$ cat config.mk
export PLATFORM = sky130hd
export DESIGN_NAME = avmm_wr_burst_tracker
export DESIGN_NICKNAME = d
export VERILOG_FILES = /design/src/rtl/avmm_wr_burst_tracker_pkg.sv /design/src/rtl/avmm_wr_burst_tracker_fifo.sv /design/src/rtl/avmm_wr_burst_tracker.sv
export SDC_FILE = /design/constraint.sdc
export NUM_CORES = 1
export LEC_CHECK = 0
export ABC_CLOCK_PERIOD_IN_PS = 9800
export CAP_MARGIN = 20
export CELL_PAD_IN_SITES_DETAIL_PLACEMENT = 2
export CELL_PAD_IN_SITES_GLOBAL_PLACEMENT = 2
export CORE_ASPECT_RATIO = 0.5
export CORE_UTILIZATION = 53
export DETAILED_ROUTE_END_ITERATION = 7
export DONT_BUFFER_PORTS = 1
export GPL_TIMING_DRIVEN = 1
export PLACE_DENSITY_LB_ADDON = 0.1
export SYNTH_ARGS = -nofsm -noshare
export SYNTH_HDL_FRONTEND = slang
export SYNTH_HIERARCHICAL = 1
export SYNTH_SLANG_ARGS = --single-unit
$ cat constraint.sdc
create_clock -name clk -period 9.8 [get_ports clk]
set_input_delay 1.96 -clock clk [delete_from_list [all_inputs] [get_ports clk]]
set_output_delay 1.96 -clock clk [all_outputs]
set_load 0.02 [all_outputs]
$ cat src/rtl/avmm_wr_burst_tracker_pkg.sv
// -----------------------------------------------------------------------------
// avmm_wr_burst_tracker_pkg
// Shared constants for the AVMM write-burst tracker slice.
//   LOCAL_MEM_BURST_CNT_WIDTH        : burstcount width of the local-memory AVMM ports
//   WR_TRACK_MAX_OUTSTANDING_DEFAULT : default number of bursts that may await a response
// -----------------------------------------------------------------------------
package avmm_wr_burst_tracker_pkg;

   localparam int LOCAL_MEM_BURST_CNT_WIDTH        = 7;
   localparam int WR_TRACK_MAX_OUTSTANDING_DEFAULT = 64;

endpackage : avmm_wr_burst_tracker_pkg

$ cat src/rtl/avmm_wr_burst_tracker_fifo.sv
// -----------------------------------------------------------------------------
// avmm_burstcnt_fifo
// Synchronous first-word-fall-through FIFO holding one burstcount per burst.
// Ports:
//   clk, reset  : clock, synchronous active-high reset (clears pointers/count)
//   push        : write push_data this cycle (ignored when full and not popping)
//   push_data   : burstcount to store
//   pop         : discard the head entry (ignored when empty)
//   head        : current head entry, valid whenever empty=0 (zero latency)
//   count       : number of stored entries, 0..DEPTH
//   full, empty : derived from count
// -----------------------------------------------------------------------------
module avmm_burstcnt_fifo #(
   parameter int WIDTH = 7,
   parameter int DEPTH = 64
) (
   input  logic                     clk,
   input  logic                     reset,
   input  logic                     push,
   input  logic [WIDTH-1:0]         push_data,
   input  logic                     pop,
   output logic [WIDTH-1:0]         head,
   output logic [$clog2(DEPTH):0]   count,
   output logic                     full,
   output logic                     empty
);

   localparam int AW = $clog2(DEPTH);
   localparam logic [AW:0] DEPTH_CNT = DEPTH[AW:0];

   logic [WIDTH-1:0] mem_r [DEPTH];
   logic [AW-1:0]    wr_ptr_r;
   logic [AW-1:0]    rd_ptr_r;
   logic [AW:0]      count_r;
   logic             push_ok_s;
   logic             pop_ok_s;

   assign full      = (count_r == DEPTH_CNT);
   assign empty     = (count_r == {(AW+1){1'b0}});
   // A push while full is only taken if a pop frees a slot in the same cycle.
   assign push_ok_s = push & (~full | pop);
   assign pop_ok_s  = pop & ~empty;
   assign head      = mem_r[rd_ptr_r];
   assign count     = count_r;

   // Storage array: written on accepted pushes, no reset needed.
   always_ff @(posedge clk) begin
      if (push_ok_s) begin
         mem_r[wr_ptr_r] <= push_data;
      end
   end

   // Pointers wrap naturally at power-of-two depth; occupancy tracked in count_r.
   always_ff @(posedge clk) begin
      if (reset) begin
         wr_ptr_r <= {AW{1'b0}};
         rd_ptr_r <= {AW{1'b0}};
         count_r  <= {(AW+1){1'b0}};
      end else begin
         if (push_ok_s) begin
            wr_ptr_r <= wr_ptr_r + AW'(1);
         end
         if (pop_ok_s) begin
            rd_ptr_r <= rd_ptr_r + AW'(1);
         end
         case ({push_ok_s, pop_ok_s})
            2'b10:   count_r <= count_r + (AW+1)'(1);
            2'b01:   count_r <= count_r - (AW+1)'(1);
            default: count_r <= count_r;
         endcase
      end
   end

endmodule : avmm_burstcnt_fifo

$ cat src/rtl/avmm_wr_burst_tracker.sv
// -----------------------------------------------------------------------------
// avmm_wr_burst_tracker
// Remembers the burstcount of every write burst accepted by local memory and
// returns it alongside the matching per-burst write response, in order.
// New bursts are held off while the tracking FIFO is full.
// Ports:
//   clk, reset         : clock, synchronous active-high reset
//   host_write         : kernel-side write request
//   host_burstcount    : burstcount, sampled on the first beat of a burst
//   host_waitrequest   : kernel-side backpressure (combinational)
//   dev_write          : memory-side write request (combinational)
//   dev_waitrequest    : memory-side backpressure
//   dev_wr_resp_valid  : one pulse per completed burst from memory
//   burst_ack_out      : per-burst ack towards the burst-to-word converter
//   burstcnt_out       : burstcount of the acked burst (valid with burst_ack_out)
//   outstanding        : bursts accepted but not yet acked
//   err_underflow      : sticky, response seen with nothing outstanding
//   err_zero_burst     : sticky, first beat carried burstcount 0
// -----------------------------------------------------------------------------
module avmm_wr_burst_tracker
   import avmm_wr_burst_tracker_pkg::*;
#(
   parameter int AVMM_BURSTCNT_WIDTH = LOCAL_MEM_BURST_CNT_WIDTH,
   parameter int MAX_OUTSTANDING     = WR_TRACK_MAX_OUTSTANDING_DEFAULT
) (
   input  logic                               clk,
   input  logic                               reset,
   input  logic                               host_write,
   input  logic [AVMM_BURSTCNT_WIDTH-1:0]     host_burstcount,
   output logic                               host_waitrequest,
   output logic                               dev_write,
   input  logic                               dev_waitrequest,
   input  logic                               dev_wr_resp_valid,
   output logic                               burst_ack_out,
   output logic [AVMM_BURSTCNT_WIDTH-1:0]     burstcnt_out,
   output logic [$clog2(MAX_OUTSTANDING):0]   outstanding,
   output logic                               err_underflow,
   output logic                               err_zero_burst
);

   localparam int BCW = AVMM_BURSTCNT_WIDTH;

   logic [BCW-1:0] beats_left_r;
   logic [BCW-1:0] beats_left_nxt_s;
   logic [BCW-1:0] push_data_s;
   logic           first_beat_s;
   logic           block_s;
   logic           accept_s;
   logic           push_s;
   logic           zero_bc_s;
   logic           fifo_full_s;
   logic           fifo_empty_s;
   logic           err_underflow_r;
   logic           err_zero_burst_r;

   // Only a new burst can be blocked; beats of an accepted burst always pass.
   assign first_beat_s     = (beats_left_r == BCW'(0));
   assign block_s          = first_beat_s & fifo_full_s;
   assign dev_write        = host_write & ~block_s;
   assign host_waitrequest = dev_waitrequest | block_s;
   assign accept_s         = dev_write & ~dev_waitrequest;
   assign push_s           = accept_s & first_beat_s;
   assign zero_bc_s        = (host_burstcount == BCW'(0));
   // A zero burstcount is tracked as a single-beat burst.
   assign push_data_s      = zero_bc_s ? BCW'(1) : host_burstcount;
   assign burst_ack_out    = dev_wr_resp_valid & ~fifo_empty_s;
   assign err_underflow    = err_underflow_r;
   assign err_zero_burst   = err_zero_burst_r;

   avmm_burstcnt_fifo #(
      .WIDTH (BCW),
      .DEPTH (MAX_OUTSTANDING)
   ) u_fifo (
      .clk       (clk),
      .reset     (reset),
      .push      (push_s),
      .push_data (push_data_s),
      .pop       (burst_ack_out),
      .head      (burstcnt_out),
      .count     (outstanding),
      .full      (fifo_full_s),
      .empty     (fifo_empty_s)
   );

   // Next remaining-beat count for the burst in progress.
   always_comb begin
      beats_left_nxt_s = beats_left_r;
      if (accept_s && first_beat_s) begin
         if (zero_bc_s) begin
            beats_left_nxt_s = BCW'(0);
         end else begin
            beats_left_nxt_s = host_burstcount - BCW'(1);
         end
      end else if (accept_s) begin
         beats_left_nxt_s = beats_left_r - BCW'(1);
      end else begin
         beats_left_nxt_s = beats_left_r;
      end
   end

   // Beat counter and sticky error flags.
   always_ff @(posedge clk) begin
      if (reset) begin
         beats_left_r     <= BCW'(0);
         err_underflow_r  <= 1'b0;
         err_zero_burst_r <= 1'b0;
      end else begin
         beats_left_r <= beats_left_nxt_s;
         if (dev_wr_resp_valid && fifo_empty_s) begin
            err_underflow_r <= 1'b1;
         end
         if (push_s && zero_bc_s) begin
            err_zero_burst_r <= 1'b1;
         end
      end
   end

endmodule : avmm_wr_burst_tracker
==> insert_results.sql, run 1 <==
INSERT INTO impl_metrics (metric_group, metric, value, unit) VALUES
('run_status', 'status', 'did not finish', ''),
('run_status', 'haltStage', 'detailed placement', ''),
('run_status', 'stop_error', '[ERROR DPL-0033] detailed placement checks failed during check placement.', ''),
('floorplanning', 'rows', '49', ''),
('synth', 'synth_largest_area_cell', 'sky130_fd_sc_hd__edfxtp_1', ''),
('synth', 'synth.avg_cell_area', '18.5', 'um2'),
('placed_design', 'place.detailed.hpwl', '41400', 'um'),
('synth', 'synth_seq_area_share', '72.7', '%'),
('floorplanning', 'ioPinCount', '31', ''),
('synth', 'synth.top_cells.by_area', 'sky130_fd_sc_hd__edfxtp_1 (69%), sky130_fd_sc_hd__mux4_2 (12%), sky130_fd_sc_hd__dfxtp_1 (3.5%)', ''),
('synth', 'async_flop_share', '0', '%'),
('synth', 'syn_nets', '1073', ''),
('synth', 'synth-edff-count', '448', ''),
('floorplanning', 'die_x', '273', 'um'),
('synth', 'synth_flop_cell', 'sky130_fd_sc_hd__edfxtp_1', ''),
('placed_design', 'gpl.final_weighted_congestion', '0.800', ''),
('synth', 'synth_seq_cells', '482', ''),
('synth', 'synthesis.area', '19400', 'um2'),
('floorplanning', 'initial_core_util', '54.0', '%'),
('placed_design', 'port_buffers', '0', ''),
('synth', 'synth.distinct_cells', '61', ''),
('floorplanning', 'die_y', '137', 'um'),
('synth', 'synth_warnings', '6', ''),
('synth', 'synth_top_area_share', '69.2', '%'),
('synth', 'netlist_instances', '1053', '');
cell families after synthesis:
kind of cell | share of synthesized area (%)
DFF | 72.7
muxes | 14.2
AOI/OAI and AO/OA | 3.38
and+or+nand+nor | 6.25
buffers and inverters | 2.09
adders and majority gates | 0.515
xor gates and xnor gates | 0.811
synth_stat cells, types with 6 or more instances:
| cell | number |
|---|---|
| sky130_fd_sc_hd__edfxtp_1 | 448 |
| sky130_fd_sc_hd__nor2_1 | 108 |
| sky130_fd_sc_hd__mux4_2 | 107 |
| sky130_fd_sc_hd__dfxtp_1 | 34 |
| sky130_fd_sc_hd__nand2_1 | 31 |
| sky130_fd_sc_hd__a22oi_1 | 30 |
| sky130_fd_sc_hd__nand3_1 | 20 |
| sky130_fd_sc_hd__a21oi_1 | 19 |
| sky130_fd_sc_hd__clkbuf_1 | 19 |
| sky130_fd_sc_hd__mux2i_1 | 19 |
| sky130_fd_sc_hd__buf_2 | 18 |
| sky130_fd_sc_hd__nor3_1 | 17 |
| sky130_fd_sc_hd__xor2_1 | 14 |
| sky130_fd_sc_hd__nor2b_1 | 13 |
| sky130_fd_sc_hd__inv_1 | 12 |
| sky130_fd_sc_hd__a31oi_1 | 11 |
| sky130_fd_sc_hd__nand2b_1 | 10 |
| sky130_fd_sc_hd__buf_4 | 9 |
| sky130_fd_sc_hd__ha_1 | 8 |
| sky130_fd_sc_hd__buf_6 | 6 |
| sky130_fd_sc_hd__o21ai_0 | 6 |
per-stage QoR:
stage,hold slack [ns],std cells
floorplan,0.463,1053
global placement,0.473,1486
==> run 2, diff against run 1 <==
--- a/config.mk
+++ b/config.mk
@@ -7,14 +7,11 @@
 export LEC_CHECK = 0
 export ABC_CLOCK_PERIOD_IN_PS = 9800
 export CAP_MARGIN = 20
-export CELL_PAD_IN_SITES_DETAIL_PLACEMENT = 2
-export CELL_PAD_IN_SITES_GLOBAL_PLACEMENT = 2
-export CORE_ASPECT_RATIO = 0.5
-export CORE_UTILIZATION = 53
+export CORE_UTILIZATION = 38
 export DETAILED_ROUTE_END_ITERATION = 7
 export DONT_BUFFER_PORTS = 1
 export GPL_TIMING_DRIVEN = 1
-export PLACE_DENSITY_LB_ADDON = 0.1
+export PLACE_DENSITY_LB_ADDON = 0.15
 export SYNTH_ARGS = -nofsm -noshare
 export SYNTH_HDL_FRONTEND = slang
 export SYNTH_HIERARCHICAL = 1
==> run 2 against run 1 <==
  * Synthesized cell count unchanged
  * The run now ends clean
  * Area after synthesis unchanged
==> insert_results.sql, run 2 <==
INSERT INTO impl_metrics (metric_group, metric, value, unit) VALUES
('clock_tree', 'hold_fix_buffers_at_cts', '0', ''),
('grt', 'grt_util_all_layers', '18.0', '%'),
('sta', 'max_freq', '167', 'MHz'),
('setup_path', 'timing.setup.critical_path_class', 'flop to primary output', ''),
('synth', 'netlist_top_cells_count', 'sky130_fd_sc_hd__edfxtp_1 (448), sky130_fd_sc_hd__nor2_1 (108), sky130_fd_sc_hd__mux4_2 (107), sky130_fd_sc_hd__dfxtp_1 (34), sky130_fd_sc_hd__nand2_1 (31)', ''),
('floorplanning', 'die_footprint', '52000', 'um2'),
('pwr', 'maximum_vdd_drop', '136', 'uV'),
('route', 'detail_route.vias_per_cell', '5.54', ''),
('sta', 'final.setup.tns', '0', 'ns'),
('clock_tree', 'cts_inserted_buffers', '51', ''),
('placed_design', 'place.detailed.hpwl', '27500', 'um'),
('pwr', 'leakagePower', '6.51', 'nW'),
('flow_run', 'maxCapViolCount', '0', ''),
('floorplanning', 'die_x', '228', 'um'),
('route', 'wire_per_inst', '25.9', 'um'),
('synth', 'synthesis.area', '19400', 'um2'),
('setup_path', 'worst-path-max-fanout', '36', ''),
('synth', 'synth.distinct_cells', '61', ''),
('setup_path', 'start_kind', 'flop', ''),
('layout', 'antennaDiodeCount', '0', ''),
('synth', 'syn_nets', '1073', ''),
('clock_tree', 'cts.repair.resized', '0', ''),
('grt', 'grt_antenna_before_repair', '0', ''),
('grt', 'grt_pass1_wl', '68700', 'um'),
('sta', 'timing_worst_slew_pin_value', '0.938', 'ns'),
('grt', 'global_route.overflow_total', '0', ''),
('sta', 'rsz0062_at_grt', 'false', ''),
('route', 'drt_wl_total', '45700', 'um'),
('pwr', 'total_power', '4.29', 'mW'),
('synth', 'synth_most_common_cell', 'sky130_fd_sc_hd__edfxtp_1', ''),
('floorplanning', 'die_y', '228', 'um'),
('pwr', 'p_per_area', '198', 'nW/um2'),
('route', 'number_of_vias_in_the_routed_layout', '9803', ''),
('layout', 'final_core_util', '43.1', '%'),
('clock_tree', 'post-cts-setup-buffer-count', '0', ''),
('synth', 'synth_flop_cell', 'sky130_fd_sc_hd__edfxtp_1', ''),
('synth', 'synth_seq_cells', '482', ''),
('clock_tree', 'ctsHtreeMaxLevel', '2', ''),
('layout', 'layout.cells.most_common_list', 'sky130_fd_sc_hd__edfxtp_1 (448), sky130_fd_sc_hd__nor2_1 (108), sky130_fd_sc_hd__mux4_2 (107)', ''),
('synth', 'synth_largest_area_cell', 'sky130_fd_sc_hd__edfxtp_1', ''),
('grt', 'first_global_vias', '10013', ''),
('synth', 'synth_seq_area_share', '72.7', '%'),
('layout', 'instances_no_fill', '1768', ''),
('placed_design', 'place.detailed.instances', '1674', ''),
('synth', 'synth_top_area_share', '69.2', '%'),
('layout', 'drive_above_1_share', '18.8', '%'),
('placed_design', 'gpl.final_weighted_congestion', '0.781', ''),
('synth', 'async_flop_share', '0', '%'),
('setup_path', 'crit_arrival', '4.02', 'ns'),
('sta', 'finClkSkew', '0.0226', 'ns'),
('route', 'drt.antenna.violating_nets', '0', ''),
('run_status', 'status', 'completed', ''),
('setup_path', 'critPathCaptureType', 'primary output', ''),
('grt', 'maximum_number_of_pins_on_one_net_before_global_route_repair', '70', ''),
('route', 'initialDrtViolationCount', '780', ''),
('floorplanning', 'rows', '82', ''),
('setup_path', 'worst_ep_required_time', '7.84', 'ns'),
('sta', 'timing.final.crit_period', '5.98', 'ns'),
('sta', 'setup_violations', '0', ''),
('synth', 'synth.top_cells.by_area', 'sky130_fd_sc_hd__edfxtp_1 (69%), sky130_fd_sc_hd__mux4_2 (12%), sky130_fd_sc_hd__dfxtp_1 (3.5%)', ''),
('clock_tree', 'cts.clk_slew.worst_paths', '0.06', 'ns'),
('floorplanning', 'initial_core_util', '38.7', '%'),
('synth', 'synth-edff-count', '448', ''),
('clock_tree', 'worstSkewPairLatency', '0.60', 'ns'),
('clock_tree', 'cts.sink_count', '482', ''),
('hold_path', 'worstHoldPathType', 'flop to flop', ''),
('layout', 'largest-register', 'u_fifo/mem_r', ''),
('synth', 'netlist_instances', '1053', ''),
('synth', 'synth.avg_cell_area', '18.5', 'um2'),
('placed_design', 'port_buffers', '0', ''),
('layout', 'mostFrequentLayoutCell', 'sky130_fd_sc_hd__edfxtp_1', ''),
('layout', 'final_net_count', '1075', ''),
('floorplanning', 'core', '50300', 'um2'),
('synth', 'synth_warnings', '6', ''),
('sta', 'finalMaxSlewViolations', '0', ''),
('sta', 'hold_violations', '0', ''),
('clock_tree', 'cts_tree', 'done', ''),
('clock_tree', 'cts_max_path_buffers', '3', ''),
('sta', 'finalCritPeriodShare', '61.0', '%'),
('floorplanning', 'ioPinCount', '31', ''),
('clock_tree', 'root_buffer', 'sky130_fd_sc_hd__clkbuf_16', ''),
('sta', 'timing.slew.headroom', '37.4', '%'),
('layout', 'number_of_flip_flops_under_the_largest_register_name', '448', ''),
('route', 'drc_errors', '0', ''),
('layout', 'syn2layout_area_growth', '11.5', '%'),
('route', 'router_iterations_before_antenna_repair', '4', '');
==> run 2: cell counts after synthesis <==
No cell type changed its count.
==> run 2: worst paths after layout <==
| kind | depth (start not counted) | start | endpoint | slack (ns) |
|---|---|---|---|---|
| max | 6 | flop | burstcnt_out[0] | 3.82 |
| max reg2reg | 13 | u_fifo/count[2] | u_fifo/count[4] | 5.46 |
| min | 2 | beats_left_r[6] | beats_left_r[6] | 0.49 |
| min reg2reg | 2 | beats_left_r[6] | beats_left_r[6] | 0.49 |
==> run 2: critical path, cell delays in order (launching register included) <==
cell                        delay (ns)
sky130_fd_sc_hd__dfxtp_4          0.85
sky130_fd_sc_hd__buf_4            0.58
sky130_fd_sc_hd__mux4_1           0.34
sky130_fd_sc_hd__nor3_1           0.04
sky130_fd_sc_hd__a2111oi_0        0.63
sky130_fd_sc_hd__a21oi_1          0.19
sky130_fd_sc_hd__a311oi_1         0.76
==> run 2: cell families (layout without fill, tap and decap cells) <==
kind of cell	after synthesis	in the layout	share of synthesized area (%)
flops	482	482	72.7
simple gates	243	243	6.25
mux	134	134	14.2
xor+xnor	18	18	0.811
compound gates	96	96	3.38
fa+ha+maj	8	8	0.515
buf+inv	72	115	2.09
==> run 2: power by group <==
group	switching, mW	internal [mW]	total [mW]
sequential	0.0153	2.26	2.27
combinational	0.0691	0.0442	0.113
clock	0.783	1.13	1.91
==> run 2: per-stage QoR <==
stage / hold WS, ns / cell area [um2] / setup slack [ns]
finish: 0.487 / 21700 / 3.82
global route: 0.514 / 21700 / 3.51
CTS: 0.490 / 21700 / 3.67
detailed placement: 0.479 / 20000 / 4.32
global placement: 0.477 / 20000 / 4.34
floorplan: 0.463 / 19400 / 5.03
==> run 2: final cells by class <==
cell class | count | area [um2]
tap | 672 | 841
inverter | 13 | 48.8
fill | 4441 | 28600
clock buffer | 61 | 1340
clock inverter | 33 | 323
sequential | 482 | 14100
timing repair buffer | 8 | 72.6
multi-input combinational | 499 | 4910
==> run 2: metal layers <==
layer | part of all wire [%] | GRT usage [%] | vias to the layer above | routed length, um
met3 | 6.7 | 3.49 | 57 | 3040
met4 | 1.9 | 5.08 | 0 | 872
met2 | 47 | 28.1 | 315 | 21400
met1 | 45 | 25.7 | 5172 | 20400
met5 | 0 | 0 | - | 0
li1 | - | - | 4259 | -
No activity file was read; power rests on OpenSTA's default activity.
==> run 3, diff against run 2 <==
--- a/config.mk
+++ b/config.mk
@@ -5,7 +5,7 @@
 export SDC_FILE = /design/constraint.sdc
 export NUM_CORES = 1
 export LEC_CHECK = 0
-export ABC_CLOCK_PERIOD_IN_PS = 9800
+export ABC_CLOCK_PERIOD_IN_PS = 4900
 export CAP_MARGIN = 20
 export CORE_UTILIZATION = 38
 export DETAILED_ROUTE_END_ITERATION = 7
==> constraint.sdc (replaced) <==
create_clock -name clk -period 4.9 [get_ports clk]
set_input_delay 0.98 -clock clk [delete_from_list [all_inputs] [get_ports clk]]
set_output_delay 0.98 -clock clk [all_outputs]
set_load 0.02 [all_outputs]
==> run 3 against run 2 <==
  * Final cell count is 0.79% higher
  * Core utilization rose by 0.39 points
  * Sequential power up 100%
  * Die area did not move
  * Routed wire length shrank 0.37%
  * Clock-buffer cell count up 7
  * Worst hold slack worse by 0.013 ns
  * Cell area is 0.90% higher
  * Worst setup slack worse by 3.3 ns
  * First-iteration DRC count decreased by 6.0%
  * Critical path type unchanged
  * Largest cell class unchanged
  * Highest routed layer is now met5
==> insert_results.sql, run 3 (synthesis gave the netlist of run 2 again) <==
INSERT INTO impl_metrics (metric_group, metric, value, unit) VALUES
('run_status', 'status', 'completed', ''),
('setup_path', 'worst_ep_required_time', '3.92', 'ns'),
('setup_path', 'worst-path-max-fanout', '18', ''),
('sta', 'timing.slew.headroom', '33.3', '%'),
('hold_path', 'hold_path_startpoint', 'reset', ''),
('setup_path', 'start_kind', 'flop', ''),
('placed_design', 'gpl.final_weighted_congestion', '0.782', ''),
('sta', 'hold_violations', '0', ''),
('route', 'detail_route.vias_per_cell', '5.47', ''),
('setup_path', 'reg2reg_slack', '0.74', 'ns'),
('layout', 'drive_above_1_share', '20.4', '%'),
('floorplanning', 'initial_core_util', '38.7', '%'),
('clock_tree', 'worstSkewPairLatency', '0.58', 'ns'),
('clock_tree', 'cts_inserted_buffers', '51', ''),
('route', 'router_iterations_before_antenna_repair', '4', ''),
('clock_tree', 'post-cts-setup-buffer-count', '0', ''),
('layout', 'antennaDiodeCount', '0', ''),
('placed_design', 'place.detailed.hpwl', '28000', 'um'),
('route', 'drt_wl_total', '45600', 'um'),
('clock_tree', 'ctsHtreeMaxLevel', '2', ''),
('pwr', 'leakagePower', '6.62', 'nW'),
('layout', 'layout.cells.most_common_list', 'sky130_fd_sc_hd__edfxtp_1 (448), sky130_fd_sc_hd__nor2_1 (108), sky130_fd_sc_hd__mux4_2 (107)', ''),
('setup_path', 'timing.setup.critical_path_class', 'flop to primary output', ''),
('grt', 'maximum_number_of_pins_on_one_net_before_global_route_repair', '70', ''),
('layout', 'final_net_count', '1090', ''),
('pwr', 'maximum_vdd_drop', '234', 'uV'),
('layout', 'instances_no_fill', '1782', ''),
('setup_path', 'critPathCaptureType', 'primary output', ''),
('grt', 'grt_antenna_before_repair', '1', ''),
('sta', 'final.setup.tns', '0', 'ns'),
('layout', 'syn2layout_area_growth', '12.5', '%'),
('layout', 'mostFrequentLayoutCell', 'sky130_fd_sc_hd__edfxtp_1', ''),
('setup_path', 'crit_arrival', '3.40', 'ns'),
('layout', 'number_of_flip_flops_under_the_largest_register_name', '448', ''),
('sta', 'timing.final.crit_period', '4.38', 'ns'),
('route', 'number_of_vias_in_the_routed_layout', '9756', ''),
('sta', 'finClkSkew', '0.0162', 'ns'),
('clock_tree', 'root_buffer', 'sky130_fd_sc_hd__clkbuf_16', ''),
('floorplanning', 'die_x', '228', 'um'),
('sta', 'max_freq', '228', 'MHz'),
('floorplanning', 'ioPinCount', '31', ''),
('clock_tree', 'cts.repair.resized', '0', ''),
('route', 'drt.antenna.violating_nets', '0', ''),
('sta', 'rsz0062_at_grt', 'false', ''),
('placed_design', 'port_buffers', '0', ''),
('floorplanning', 'rows', '82', ''),
('clock_tree', 'cts_tree', 'done', ''),
('clock_tree', 'cts_max_path_buffers', '3', ''),
('clock_tree', 'cts.clk_slew.worst_paths', '0.06', 'ns'),
('sta', 'finalCritPeriodShare', '89.5', '%'),
('floorplanning', 'die_footprint', '52000', 'um2'),
('clock_tree', 'hold_fix_buffers_at_cts', '0', ''),
('route', 'wire_per_inst', '25.6', 'um'),
('setup_path', 'crit-reg2reg-capture', 'u_fifo/count[4]', ''),
('grt', 'grt_util_all_layers', '17.8', '%'),
('clock_tree', 'cts.sink_count', '482', ''),
('grt', 'grt_pass1_wl', '68000', 'um'),
('floorplanning', 'core', '50300', 'um2'),
('sta', 'timing_worst_slew_pin_value', '0.997', 'ns'),
('sta', 'setup_violations', '0', ''),
('setup_path', 'timing.rr.start', 'u_fifo/count[3]', ''),
('floorplanning', 'die_y', '228', 'um'),
('route', 'drc_errors', '0', ''),
('flow_run', 'maxCapViolCount', '0', ''),
('layout', 'largest-register', 'u_fifo/mem_r', ''),
('placed_design', 'place.detailed.instances', '1689', ''),
('route', 'initialDrtViolationCount', '733', ''),
('hold_path', 'worst_hold_path.num_cells', '1', ''),
('sta', 'finalMaxSlewViolations', '0', ''),
('pwr', 'p_per_area', '396', 'nW/um2'),
('grt', 'global_route.overflow_total', '0', ''),
('hold_path', 'worstHoldPathType', 'input port to flop', ''),
('setup_path', 'worst-r2r-cell-count', '14', ''),
('grt', 'first_global_vias', '10048', '');
[run 3: cell count changes in the layout (fill, tap and decap cells not counted), moves of 2 or more]
cell and delta:
sky130_fd_sc_hd__clkinv_1 -8, sky130_fd_sc_hd__inv_6 -2, sky130_fd_sc_hd__clkbuf_1 +2, sky130_fd_sc_hd__buf_4 +12
sky130_fd_sc_hd__clkbuf_8 +4, sky130_fd_sc_hd__buf_12 +3
[run 3: worst max-delay path: stages (launching register included)]
cell and delay (ns):
sky130_fd_sc_hd__dfxtp_1 0.88, sky130_fd_sc_hd__clkinv_1 0.60, sky130_fd_sc_hd__a2111oi_0 0.52, sky130_fd_sc_hd__a21oi_1 0.15
sky130_fd_sc_hd__a311oi_1 0.45, sky130_fd_sc_hd__buf_4 0.23
[run 3: metal layers]
layer	vias to the layer above	wire, um	global-route usage [%]
li1	4293	-	-
met1	5168	20600	24.9
met2	221	21400	27.8
met3	72	2430	3.82
met4	2	1170	6.00
met5	-	13	0
[run 3: final cells by class]
| class | instances | area [um2] |
|---|---|---|
| Fill cell | 4377 | 28400 |
| Inverter | 13 | 48.8 |
| Sequential cell | 482 | 14100 |
| Clock inverter | 25 | 280 |
| Clock buffer | 68 | 1420 |
| Tap cell | 672 | 841 |
| Timing Repair Buffer | 23 | 223 |
| Multi-Input combinational cell | 499 | 4910 |
[run 3: stage by stage]
| step | setup slack [ns] | power, mW | area (um2) | utilization (%) | hold slack, ns |
|---|---|---|---|---|---|
| after floorplan | 1.11 | 4.82 | 19400 | - | 0.463 |
| after global placement | 0.731 | 4.86 | 20200 | 40.1 | 0.478 |
| after detailed placement | 0.691 | 4.86 | 20200 | 40.1 | 0.485 |
| after CTS | 0.566 | 8.76 | 21900 | 43.5 | 0.437 |
| after global routing | 0.318 | 8.94 | 21900 | 43.5 | 0.448 |
| final | 0.517 | 8.65 | 21900 | 43.5 | 0.474 |
[run 3: worst max path at each step]
stage	startpoint	end	slack (ns)	cells past startpoint
3_3_place_gp	dev_waitrequest	u_fifo/count[4]	0.73	13
5_1_grt	flop	burstcnt_out[0]	0.32	5
4_1_cts	flop	burstcnt_out[0]	0.57	5
3_5_place_dp	dev_waitrequest	u_fifo/count[4]	0.69	13
6_report	flop	burstcnt_out[0]	0.52	5
2_1_floorplan	host_burstcount[0]	u_fifo/mem_r[0][1]	1.11	4
[run 3: power breakdown]
group / internal, mW / switching (mW)
Combinational: 0.0925 / 0.142
Sequential: 4.51 / 0.0283
Clock: 2.35 / 1.53
Total: 6.95 / 1.70
==> run 4, diff against run 3 <==
--- a/config.mk
+++ b/config.mk
@@ -8,10 +8,13 @@
 export ABC_CLOCK_PERIOD_IN_PS = 4900
 export CAP_MARGIN = 20
 export CORE_UTILIZATION = 38
+export CTS_CLUSTER_DIAMETER = 100
 export DETAILED_ROUTE_END_ITERATION = 7
 export DONT_BUFFER_PORTS = 1
 export GPL_TIMING_DRIVEN = 1
+export HOLD_SLACK_MARGIN = 0.08
 export PLACE_DENSITY_LB_ADDON = 0.15
+export RECOVER_POWER = 50
 export SYNTH_ARGS = -nofsm -noshare
 export SYNTH_HDL_FRONTEND = slang
 export SYNTH_HIERARCHICAL = 1
==> run 4 against run 3 <==
  * The flow now finishes with violations (max-capacitance violations, max-slew violations)
  * First-iteration DRC count grew 8.9%
  * Combinational power hardly changed
  * Non-clock buffer count is the same
  * Power hardly changed
  * Die area unchanged
  * Global-route usage stayed put
  * Cell area shrank 0.22%
  * Routed wire length down 0.26%
  * Clock skew down 0.0017 ns
  * Via count is 0.52% lower
  * Worst hold slack worse by 0.00090 ns
  * Fmax is 0.42% higher
  * Critical path type unchanged
  * Largest power group unchanged
==> insert_results.sql, run 4 (synthesis gave the netlist of run 2 again) <==
INSERT INTO impl_metrics (metric_group, metric, value, unit) VALUES
('layout', 'layout.cells.most_common_list', 'sky130_fd_sc_hd__edfxtp_1 (448), sky130_fd_sc_hd__nor2_1 (108), sky130_fd_sc_hd__mux4_2 (107)', ''),
('sta', 'timing.slew.headroom', '-33.6', '%'),
('layout', 'drive_above_1_share', '19.6', '%'),
('grt', 'first_global_vias', '10048', ''),
('route', 'drt_wl_total', '45400', 'um'),
('pwr', 'netSwitchingPower', '1.71', 'mW'),
('run_status', 'status', 'complete, but fails checks', ''),
('placed_design', 'place.detailed.hpwl', '28000', 'um'),
('layout', 'mostFrequentLayoutCell', 'sky130_fd_sc_hd__edfxtp_1', ''),
('pwr', 'power.switching_fraction', '19.7', '%'),
('clock_tree', 'post-cts-setup-buffer-count', '0', ''),
('floorplanning', 'die_footprint', '52000', 'um2'),
('pwr', 'power_report.internal_total', '6.95', 'mW'),
('setup_path', 'critical_path.max_stage_delay', '0.86', 'ns'),
('clock_tree', 'root_buffer', 'sky130_fd_sc_hd__clkbuf_16', ''),
('sta', 'rsz0062_at_grt', 'false', ''),
('clock_tree', 'hold_fix_buffers_at_cts', '0', ''),
('setup_path', 'timing.setup.critical_path_class', 'flop to primary output', ''),
('route', 'detail_route.vias_per_cell', '5.45', ''),
('grt', 'maximum_number_of_pins_on_one_net_before_global_route_repair', '70', ''),
('placed_design', 'gpl.final_weighted_congestion', '0.782', ''),
('sta', 'final.setup.tns', '0', 'ns'),
('placed_design', 'port_buffers', '0', ''),
('sta', 'setup_violations', '0', ''),
('pwr', 'total_power', '8.66', 'mW'),
('route', 'number_of_vias_in_the_routed_layout', '9705', ''),
('hold_path', 'worstHoldPathType', 'input port to flop', ''),
('sta', 'finClkSkew', '0.0144', 'ns'),
('route', 'drc_errors', '0', ''),
('floorplanning', 'initial_core_util', '38.7', '%'),
('route', 'router_iterations_before_antenna_repair', '5', ''),
('sta', 'finalMaxSlewViolations', '68', ''),
('layout', 'antennaDiodeCount', '0', ''),
('grt', 'grt_pass1_wl', '68000', 'um'),
('clock_tree', 'cts.sink_count', '482', ''),
('layout', 'largest-register', 'u_fifo/mem_r', ''),
('setup_path', 'critPathTopFamily', 'compound AO/OA/AOI/OAI gates', ''),
('clock_tree', 'cts.clk_slew.worst_paths', '0.06', 'ns'),
('route', 'wire_per_inst', '25.5', 'um'),
('pwr', 'p_per_area', '397', 'nW/um2'),
('setup_path', 'start_kind', 'flop', ''),
('clock_tree', 'cts_inserted_buffers', '51', ''),
('setup_path', 'worst-path-max-fanout', '18', ''),
('run_status', 'violations_in_the_final_reports', 'max-capacitance violations, max-slew violations', ''),
('floorplanning', 'rows', '82', ''),
('floorplanning', 'ioPinCount', '31', ''),
('clock_tree', 'ctsHtreeMaxLevel', '2', ''),
('setup_path', 'crit_arrival', '3.38', 'ns'),
('route', 'initialDrtViolationCount', '798', ''),
('sta', 'timing.final.crit_period', '4.36', 'ns'),
('setup_path', 'critical_path.cell_chain', 'clkinv_1, a2111oi_0, a21oi_1, a311oi_1, buf_4', ''),
('clock_tree', 'cts.repair.resized', '0', ''),
('grt', 'grt_antenna_before_repair', '1', ''),
('clock_tree', 'cts_max_path_buffers', '3', ''),
('pwr', 'power.clock.fraction', '44.9', '%'),
('layout', 'syn2layout_area_growth', '12.3', '%'),
('grt', 'global_route.overflow_total', '0', ''),
('setup_path', 'cp_max_stage_cell', 'sky130_fd_sc_hd__dfxtp_1', ''),
('sta', 'hold_violations', '0', ''),
('pwr', 'leakagePower', '6.59', 'nW'),
('setup_path', 'worst-path-buf-inv', '2', ''),
('setup_path', 'critPathCaptureType', 'primary output', ''),
('pwr', 'power.share.combinational', '2.7', '%'),
('floorplanning', 'core', '50300', 'um2'),
('clock_tree', 'cts_tree', 'done', ''),
('sta', 'timing_worst_slew_pin_value', '2.00', 'ns'),
('sta', 'finalCritPeriodShare', '89.1', '%'),
('sta', 'max_freq', '229', 'MHz'),
('setup_path', 'worst_ep_required_time', '3.92', 'ns'),
('grt', 'grt_util_all_layers', '17.8', '%'),
('layout', 'number_of_flip_flops_under_the_largest_register_name', '448', ''),
('flow_run', 'maxCapViolCount', '2', ''),
('floorplanning', 'die_x', '228', 'um'),
('pwr', 'share_seq_of_total_power', '52.4', '%'),
('floorplanning', 'die_y', '228', 'um'),
('route', 'drt.antenna.violating_nets', '0', ''),
('layout', 'final_core_util', '43.4', '%'),
('layout', 'final_net_count', '1090', ''),
('pwr', 'maximum_vdd_drop', '235', 'uV'),
('clock_tree', 'worstSkewPairLatency', '0.58', 'ns');
==> run 4: cell types whose count changed in the layout (fill, tap and decap cells not counted), sizes merged <==
| cell | delta |
|---|---|
| clkbuf | +5 |
| buf | -5 |
==> run 4: per-layer routing <==
metal | GRT usage, % | wire, um | vias to the layer above
met5 | 0 | 13 | -
li1 | - | - | 4292
met4 | 6.00 | 1160 | 2
met1 | 24.9 | 20400 | 5091
met3 | 3.82 | 2550 | 72
met2 | 27.8 | 21300 | 248
==> run 4: worst paths after layout <==
check | from | slack [ns] | end | cells after the start
worst min-delay path | reset | 0.47 | flop | 1
worst max register to register | u_fifo/count[2] | 0.67 | u_fifo/count[4] | 14
worst min register to register | beats_left_r[6] | 0.49 | beats_left_r[6] | 2
worst max-delay path | flop | 0.54 | burstcnt_out[0] | 5
==> run 4: area by class of cell <==
cell class                      count  area, um2
Inverter                           13       48.8
Sequential cell                   482      14100
Tap cell                          672        841
Clock buffer                       68       1420
Timing Repair Buffer               23        204
Fill cell                        4383      28500
Clock inverter                     25        280
Multi-Input combinational cell    499       4880
==> run 4: power by group through the flow <==
stage                     Clock, mW  Combinational [mW]  Sequential (mW)
after floorplan                   0               0.207             4.62
after global placement            0               0.236             4.63
after detailed placement          0               0.238             4.63
after CTS                      3.99               0.239             4.54
after global routing           4.14               0.257             4.54
final                          3.88               0.232             4.54
==> run 4: per-stage QoR <==
| stage | setup slack, ns | cells | instance area, um2 | hold WS (ns) |
|---|---|---|---|---|
| 2_1_floorplan | 1.11 | 1053 | 19400 | 0.463 |
| 3_3_place_gp | 0.731 | 1689 | 20200 | 0.478 |
| 3_5_place_dp | 0.691 | 1689 | 20200 | 0.485 |
| 4_1_cts | 0.566 | 1782 | 21900 | 0.437 |
| 5_1_grt | 0.318 | 1782 | 21800 | 0.448 |
| 6_report | 0.535 | 1782 | 21800 | 0.473 |
